### src/rtl/markov_predictor.sv
// Markov-chain opponent model for the rock-paper-scissors engine: learns how the
// player's last HIST moves predict the next one and plays the move that beats it.
module markov_predictor #(
  parameter int          HIST  = 1,
  parameter int          CNT_W = 8,
  parameter logic [15:0] SEED  = 16'hACE1
) (
  input  logic       clock,
  input  logic       reset,
  input  logic       clear,
  input  logic       move_valid,
  input  logic [1:0] move_in,
  output logic       move_ready,
  output logic       choice_valid,
  output logic [1:0] choice,
  output logic [1:0] predicted,
  output logic       bad_move,
  output logic       busy
);

  localparam int               CTX_W     = 2 * HIST;
  localparam int               ROWS      = 4 ** HIST;
  localparam logic [CNT_W-1:0] CNT_MAX   = '1;
  localparam logic [1:0]       WARM_FULL = 2'(HIST);

  typedef enum logic [2:0] {
    S_INIT,
    S_IDLE,
    S_UPD,
    S_PRED,
    S_OUT
  } state_t;

  state_t           state;
  logic [CTX_W:0]   row_ptr;   // top bit set once every row has been zeroed
  logic [CTX_W-1:0] history;
  logic [1:0]       warm;
  logic [15:0]      lfsr;
  logic [1:0]       move_q;

  logic [CNT_W-1:0] cnt_tab [ROWS][3];
  logic [CNT_W-1:0] row_cur [3];
  logic [CNT_W-1:0] row_upd [3];
  logic [1:0]       rand3;
  logic [1:0]       pred_c;
  logic [1:0]       choice_c;

  // The same row read serves both UPD (old context) and PRED (new context).
  // NOTE: every always_comb output gets a value on every path (defaults first), so no latches.
  always_comb begin
    for (int i = 0; i < 3; i++) begin
      row_cur[i] = cnt_tab[history][i];
    end
    for (int i = 0; i < 3; i++) begin
      row_upd[i] = (row_cur[move_q] == CNT_MAX) ? (row_cur[i] >> 1) : row_cur[i];
    end
    row_upd[move_q] = row_upd[move_q] + 1'b1;
  end

  always_comb begin
    rand3  = (lfsr[1:0] == 2'd3) ? 2'd0 : lfsr[1:0];
    pred_c = rand3;
    if (warm == WARM_FULL) begin
      if (row_cur[0] > row_cur[1] && row_cur[0] > row_cur[2])      pred_c = 2'd0;
      else if (row_cur[1] > row_cur[0] && row_cur[1] > row_cur[2]) pred_c = 2'd1;
      else if (row_cur[2] > row_cur[0] && row_cur[2] > row_cur[1]) pred_c = 2'd2;
      else if (row_cur[0] == row_cur[1] && row_cur[1] == row_cur[2]) pred_c = rand3;
      else if (row_cur[0] == row_cur[1]) pred_c = lfsr[0] ? 2'd1 : 2'd0;
      else if (row_cur[0] == row_cur[2]) pred_c = lfsr[0] ? 2'd2 : 2'd0;
      else                               pred_c = lfsr[0] ? 2'd2 : 2'd1;
    end
    choice_c = (pred_c == 2'd2) ? 2'd0 : pred_c + 2'd1;
  end

  // NOTE: the table has no reset; INIT zeroes it one row per cycle so it can map to RAM.
  always_ff @(posedge clock) begin
    if (state == S_INIT && !row_ptr[CTX_W]) begin
      for (int i = 0; i < 3; i++) cnt_tab[row_ptr[CTX_W-1:0]][i] <= '0;
    end else if (state == S_UPD && warm == WARM_FULL) begin
      for (int i = 0; i < 3; i++) cnt_tab[history][i] <= row_upd[i];
    end
  end

  // NOTE: sequential state uses non-blocking assignments only, so every block sees pre-edge values.
  always_ff @(posedge clock or posedge reset) begin
    if (reset) begin
      state        <= S_INIT;
      row_ptr      <= '0;
      history      <= '0;
      warm         <= '0;
      lfsr         <= SEED;
      move_q       <= '0;
      move_ready   <= 1'b0;
      choice_valid <= 1'b0;
      choice       <= '0;
      predicted    <= '0;
      bad_move     <= 1'b0;
      busy         <= 1'b0;
    end else begin
      lfsr         <= {lfsr[14:0], lfsr[15] ^ lfsr[13] ^ lfsr[12] ^ lfsr[10]};
      choice_valid <= 1'b0;
      bad_move     <= 1'b0;
      if (clear) begin
        state      <= S_INIT;
        row_ptr    <= '0;
        history    <= '0;
        warm       <= '0;
        move_ready <= 1'b0;
        busy       <= 1'b1;
      end else begin
        unique case (state)
          S_INIT: begin
            if (row_ptr[CTX_W]) begin
              state      <= S_IDLE;
              busy       <= 1'b0;
              move_ready <= 1'b1;
            end else begin
              row_ptr <= row_ptr + 1'b1;
              busy    <= 1'b1;
            end
          end
          S_IDLE: begin
            if (move_valid && move_ready) begin
              if (move_in == 2'd3) begin
                bad_move <= 1'b1;
              end else begin
                move_q     <= move_in;
                move_ready <= 1'b0;
                state      <= S_UPD;
              end
            end
          end
          S_UPD: begin
            history <= CTX_W'({history, move_q});
            if (warm != WARM_FULL) warm <= warm + 2'd1;
            state <= S_PRED;
          end
          S_PRED: begin
            predicted    <= pred_c;
            choice       <= choice_c;
            choice_valid <= 1'b1;
            state        <= S_OUT;
          end
          S_OUT: begin
            move_ready <= 1'b1;
            state      <= S_IDLE;
          end
          default: state <= S_INIT;
        endcase
      end
    end
  end

endmodule

### config.mk
export PLATFORM = sky130hd
export DESIGN_NAME = markov_predictor
export DESIGN_NICKNAME = d
export VERILOG_FILES = /design/src/rtl/markov_predictor.sv
export SDC_FILE = /design/constraint.sdc
export NUM_CORES = 1
export LEC_CHECK = 0
export BUFFER_PORTS_ARGS = -buffer_cell sky130_fd_sc_hd__buf_2
export CAP_MARGIN = 15
export CORE_MARGIN = 8
export CORE_UTILIZATION = 60
export CTS_CLUSTER_DIAMETER = 40
export DETAILED_ROUTE_END_ITERATION = 7
export PLACE_DENSITY = 0.77
export RECOVER_POWER = 25
export SYNTH_ARGS = -nofsm -noshare
export SYNTH_HDL_FRONTEND = slang
export SYNTH_SLANG_ARGS = --single-unit
### constraint.sdc
create_clock -name clock -period 8 [get_ports clock]
set_clock_uncertainty 0.15 [all_clocks]
set_input_delay 1.6 -clock clock [delete_from_list [all_inputs] [get_ports clock]]
set_output_delay 1.6 -clock clock [all_outputs]
set_load 0.01 [all_outputs]
### Word-level counts from Yosys, hierarchy flattened

Memories as Yosys holds them, arrays and structs flattened.
Cells that the tools add are included.
Widths: inputs -> output; s select.

* bitwise gates (word level): 6
* add/subtract/negate cells: 4
* equality and inequality tests: 17
* reductions and logical operators: 21
* $lt $le $gt $ge: 8
* muxes and demuxes: 59

Operator list (number)
* $mux 8: 8
* $gt 8x8->1: 6
* $mux 2: 17
* $bmux 8 s2: 2
* $bwmux 24: 1
* $eq 8x8->1: 3
* $mux 24: 1
* $reduce_or 24->1: 1
* $mux 3: 7
* $mux 1: 20
* $demux 8 s2: 1
* $pmux 3 s5: 1
* $ne 3x3->1 const B: 3
* $add 8x1->8 const B: 1
* $eq 8x8->1 const B: 1
* $logic_and 1x1->1: 8
* $reduce_and 4->1: 2
* $eq 2x2->1 const B: 3
* $eq 3x2->1 const B: 2
* $reduce_and 2->1: 3
* $reduce_bool 2->1: 3
* $add 2x1->2 const B: 2
* $reduce_bool 4->1: 1
* $add 3x1->3 const B: 1
* other kinds (14): 17

* memories: 1
* bits in writable memories: 96
* output and inout port bits: 8
* input port bits: 6
* logic and storage cells: 129
* bits in registers: 36

Memories
* cnt_tab: words 4, width 24, rd ports 1, clocked after Yosys merged registers in 0, wr ports 1, RTL line 41 `logic [CNT_W-1:0] cnt_tab [ROWS][3];`

### Logic depth before layout (Yosys ltp)

* depth after elaboration: 12
* gate-level depth with buffers: 13

### Least setup slack after synthesis

Ideal clock, no wire load.

* path kind: flip-flop to flip-flop
* from: register state[1]
* to: memory cnt_tab[0][0] in the netlist's numbering (enable)
* stages on the path, launching flop included: 5
* slack: 4379 ps
* arrival: 3027 ps
* period minus slack after synthesis: 3621 ps
* data required time: 7406 ps
* cell sequence: dfrtp_1 -> nor2b_1 -> nor2b_1 -> nand2_1 -> o32ai_1

* cells in the longest elaborated chain, start to end: 7
* elaborated cells on any way between the ends: 12

Ends and longest elaborated chain
* start: declaration: RTL line 34 `state_t state;`
* start signal: assignment: RTL line 87 `state <= S_INIT;`
* start signal: assignment: RTL line 104 `state <= S_INIT;`
* start signal: assignment: RTL line 114 `state <= S_IDLE;`
* $eq 3x2->1: RTL line 79 `end else if (state == S_UPD && warm == WARM_FULL) begin`
* $logic_and 1x1->1: RTL line 79
* $mux 1: RTL line 79
* $mux 1: RTL line 77 `if (state == S_INIT && !row_ptr[CTX_W]) begin`
* $mux 1 (implied by the code): RTL line 80 `for (int i = 0; i < 3; i++) cnt_tab[history][i] <= row_upd[i];`
* $reduce_or 24->1 (no line)
* $mux 2 (no line) or $mux 1 (tied branches)
* end: declaration: RTL line 41

Parallel ways exist; a longest one is shown, timed or not.

### Final worst setup path

* from: register history[0]
* to: register predicted[1]

* cells in the longest elaborated chain, start to end: 9
* elaborated cells on any way between the ends: 21

Ends and longest elaborated chain
* start: declaration: RTL line 36 `logic [CTX_W-1:0] history;`
* start signal: assignment: RTL line 134 `history <= CTX_W'({history, move_q});`
* $mem_v2 4x24 (*)
* $eq 8x8->1: RTL line 69 `else if (row_cur[0] == row_cur[2]) pred_c = lfsr[0] ? 2'd2 : 2'd0;`
* $mux 2: RTL line 69
* $mux 2: RTL line 68 `else if (row_cur[0] == row_cur[1]) pred_c = lfsr[0] ? 2'd1 : 2'd0;`
* $mux 2: RTL line 67 `else if (row_cur[0] == row_cur[1] && row_cur[1] == row_cur[2]) pred_c = rand3;`
* $mux 2: RTL line 66 `else if (row_cur[2] > row_cur[0] && row_cur[2] > row_cur[1]) pred_c = 2'd2;`
* $mux 2: RTL line 65 `else if (row_cur[1] > row_cur[0] && row_cur[1] > row_cur[2]) pred_c = 2'd1;`
* $mux 2 (*): RTL line 64 `if (row_cur[0] > row_cur[1] && row_cur[0] > row_cur[2]) pred_c = 2'd0;`
* $mux 2 (*): RTL line 63 `if (warm == WARM_FULL) begin`
* end signal: assignment: RTL line 139 `predicted <= pred_c;`
* end: declaration: RTL line 16 `output logic [1:0] predicted,`

Mark *: on every way between the ends. The rest lies on a longest branch, timed or not.
A chain may end at the register's enable or synchronous reset.

==> summary.md <==
| Metric | Value |
|---|---|
| IO Pins | `14` |
| Grt total ovfl | `0` |
| Area leader, netlist | `edfxtp_1` |
| Setup crit end kind | `register` |
| Netlist cell types | `48` |
| Post-synth ARST share | `0.273` |
| ANT cells | `0` |
| # fillers | `between 600 and 700` |
| Largest net degree at the start of global routing | `40` |
| WP data required | `between 8 and 9 ns` |
| Period minus WS final | `just under 4 ns` |
| Net load switching power | `787 uW` |
| DRT Pass-1 Iters | `5` |
| Clock share of power | `0.288` |
| FMAX | `roughly 0.26 GHz` |
| CP cell instances | `mux4_2 > ha_1 > nor2b_1 > o21a_1 > o21ai_0 > a21oi_1 > a211oi_1 > o31ai_1 > a311o_1 > o21a_1` |
| Xor/xnor share of the synthesized area | `0.0111` |
| CP bufs+invs | `0` |
| Placed wire-length estimate | `8250 um` |
| Worst-Margin Slew | `roughly 1.4 ns` |
| Cell Pwr Density | `351 nW/um^2` |
| Max clock buf depth | `2` |
| Post-Syn Area per Cell | `~13 sq um` |
| Iteration-0 DRC Markers | `approximately 440` |
| Min-Delay Path Class | `reg2reg` |
| Max cap viols | `0` |
| Pre-CTS WS | `4.13 ns` |
| Final slew viol count | `0` |
| Reg area | `between 3000 and 4000 sq um` |
| Hold_buf cts | `0` |
| Post-Synth Simple-Gate Area | `0.0883` |
| Skew-Pair Late Insertion Delay | `between 0.5 and 0.6 ns` |
| Status | `finished clean` |
| CP max stage delay | `between 0.9 and 1 ns` |
| Largest delay share family, worst path | `compound AO/OA/AOI/OAI gates` |
| Final Cycle Share | `0.481` |
| Critical path class | `reg2reg` |
| Adder-cell share of the synthesized area | `0.0537` |
| Vias | `just under 4,000` |
| Ranking of synthesized cells by area | `edfxtp_1 46%, dfrtp_1 11%, mux4_2 8.6%, ha_1 5.4%, a21oi_1 3.5%` |
| Inst Count DP | `between 600 and 700` |
| Num Clock Sinks | `roughly 130` |
| TritonCTS Buffers | `17` |
| Layout Utilization | `0.686` |
| CTS tree | `done` |
| Placer Congestion | `between 0.8 and 0.9` |
| Residual DRC count | `0` |
| Vias in the first global route | `between 3,000 and 4,000` |
| Slew Limit Headroom | `0.0680` |
| Instance count of the mapped netlist | `471` |
| Setup TNS | `0 ns` |
| PostCTS Resize Cnt | `0` |
| Top FF cell, synth | `edfxtp_1` |
| Reg power frac | `0.396` |
| DRT antenna net count | `0` |
| Area Overhead vs Synth | `11.6%` |
| Layout cells sized above 1 | `0.165` |
| Mapped Nets | `~500` |
| Synth Register Bits | `around 130` |
| CTS root buffer | `clkbuf_8` |
| Static Leak | `~2.7 nW` |
| Final Non-Filler Cells | `between 600 and 700` |
| Final wirelength | `between 10,000 and 15,000 um` |
| Post-synth top area share | `0.458` |
| Most common cell after layout, fill and taps aside | `edfxtp_1` |
| P_int | `~1.7 mW` |
| Nets | `a little over 500` |
| Crit-path max FO | `29` |
| Final setup violation count | `0` |
| Syn Std Cell Area | `between 6000 and 7000 sq um` |
| Final hold vios | `0` |
| Wire length per cell | `a little over 20 um` |
| Register area share after synthesis | `0.603` |
| Most frequent cells in the layout | `96 x edfxtp_1, 44 x a21oi_1, 43 x nor2_1` |
| First-pass GRT wire length | `between 20,000 and 25,000 um` |
| Unrepaired setup endpoints after global routing | `no` |
| # port buffers | `13` |
| Antenna violations before repair | `0` |
| Chip Height | `~120 um` |
| CP Launch Type | `register` |
| Total track usage | `0.197` |
| Most used cell, CP | `o21a_1` |
| Post-synth EDFFs | `96` |
| Logic pwr share | `0.317` |
| Die X-Extent | `around 120 um` |
| Arrival @ worst endpoint | `4.10 ns` |
| CTS HTree Levels | `4` |
| Yosys warns | `0` |
| Peak VDD IR | `about 0.00020 V` |
| Area of the multi-input gates | `~2300 sq um` |
| Core Footprint | `roughly 10,000 sq um` |
| Starting Density | `0.615` |
| Die ar. | `around 14,000 sq um` |
| Setup bufs post-CTS | `0` |
| Num rows | `37` |
| Clock-pin slew on the worst setup and hold paths | `approximately 0.060 ns` |
| Combinational family with the most area after synthesis | `compound AO/OA/AOI/OAI gates` |
| Crit path max-delay cell type | `dfrtp_2` |
| Via/cell ratio | `6.17` |
| Final WS setup | `~4.2 ns` |
| Synth Area in Compound Gates | `0.108` |
| Post-synthesis mux area share | `0.100` |
| Sw frac | `0.320` |
-- sequential cells by signal (all words and copies together), names as in the netlist --
register,cells
bad_move,1
busy,1
choice,2
choice_valid,1
cnt_tab,96
history,2
lfsr,16
move_q,2
move_ready,1
predicted,2
row_ptr,3
state,3
warm,2
-- cell families (layout without fill, tap and decap cells) --
group           Yosys count  count (layout)
compound gates          112             112
xor+xnor                  8               8
fa+ha+maj                27              27
buf+inv                  46              73
flops                   132             132
mux                      33              33
simple gates            113             113
-- power groups by stage --
stage	Sequential (mW)	Combinational (mW)	Clock, mW
2_1_floorplan	0.971	0.566	0
3_3_place_gp	0.972	0.764	0
3_5_place_dp	0.987	0.770	0
4_1_cts	0.976	0.778	0.724
5_1_grt	0.988	0.866	0.749
6_report	0.974	0.779	0.709
-- cells in the mapped netlist (6+ instances only) --
cell,n
ha_1,27
nor2b_1,9
nand4_1,7
dfstp_2,8
mux2i_1,9
dfrtp_1,28
mux4_2,24
a21o_1,8
clkbuf_1,9
nor3_1,6
nand3_1,6
nand2_1,23
nor2_1,43
buf_2,6
inv_1,24
a22oi_1,8
o21ai_0,24
o21a_1,6
xnor2_1,6
a21oi_1,44
edfxtp_1,96
-- area by class of cell --
class | count | share of cell area
flip-flops and latches | 132 | 0.541
inverters | 24 | 0.0128
well taps | 136 | 0.0242
clock buffers | 29 | 0.0772
multi-input cells | 293 | 0.330
repair buffers | 17 | 0.0127
clock inverters | 3 | 0.00214
-- path summary, 6_finish.rpt --
kind                            start      endpoint  slack, ns  cells past startpoint
hold reg to reg               lfsr[6]       lfsr[7]       0.21                      0
hold / removal                lfsr[6]       lfsr[7]       0.21                      0
setup / recovery           history[0]  predicted[1]       4.15                     10
max in group asynchronous       reset    history[0]       5.11                      3
setup reg to reg           history[0]  predicted[1]       4.15                     10
min in group asynchronous       reset    move_ready       0.88                      2
-- layer usage --
layer / GRT usage / up-vias / share of wire
met5: 0 / - / 0
met4: 0.0972 / 0 / 0.020
met3: 0.0505 / 23 / 0.055
met2: 0.312 / 123 / 0.48
met1: 0.247 / 1945 / 0.45
li1: - / 1823 / -
-- metrics by stage --
stage	hold slack [ns]	total power, mW	cell area (sq um)
6_report	0.207	2.46	7020
2_1_floorplan	0.181	1.54	6290
3_3_place_gp	0.184	1.74	6470
5_1_grt	0.213	2.60	7020
4_1_cts	0.207	2.48	7030
3_5_place_dp	0.185	1.76	6470
No activity file was read; power rests on OpenSTA's default activity.
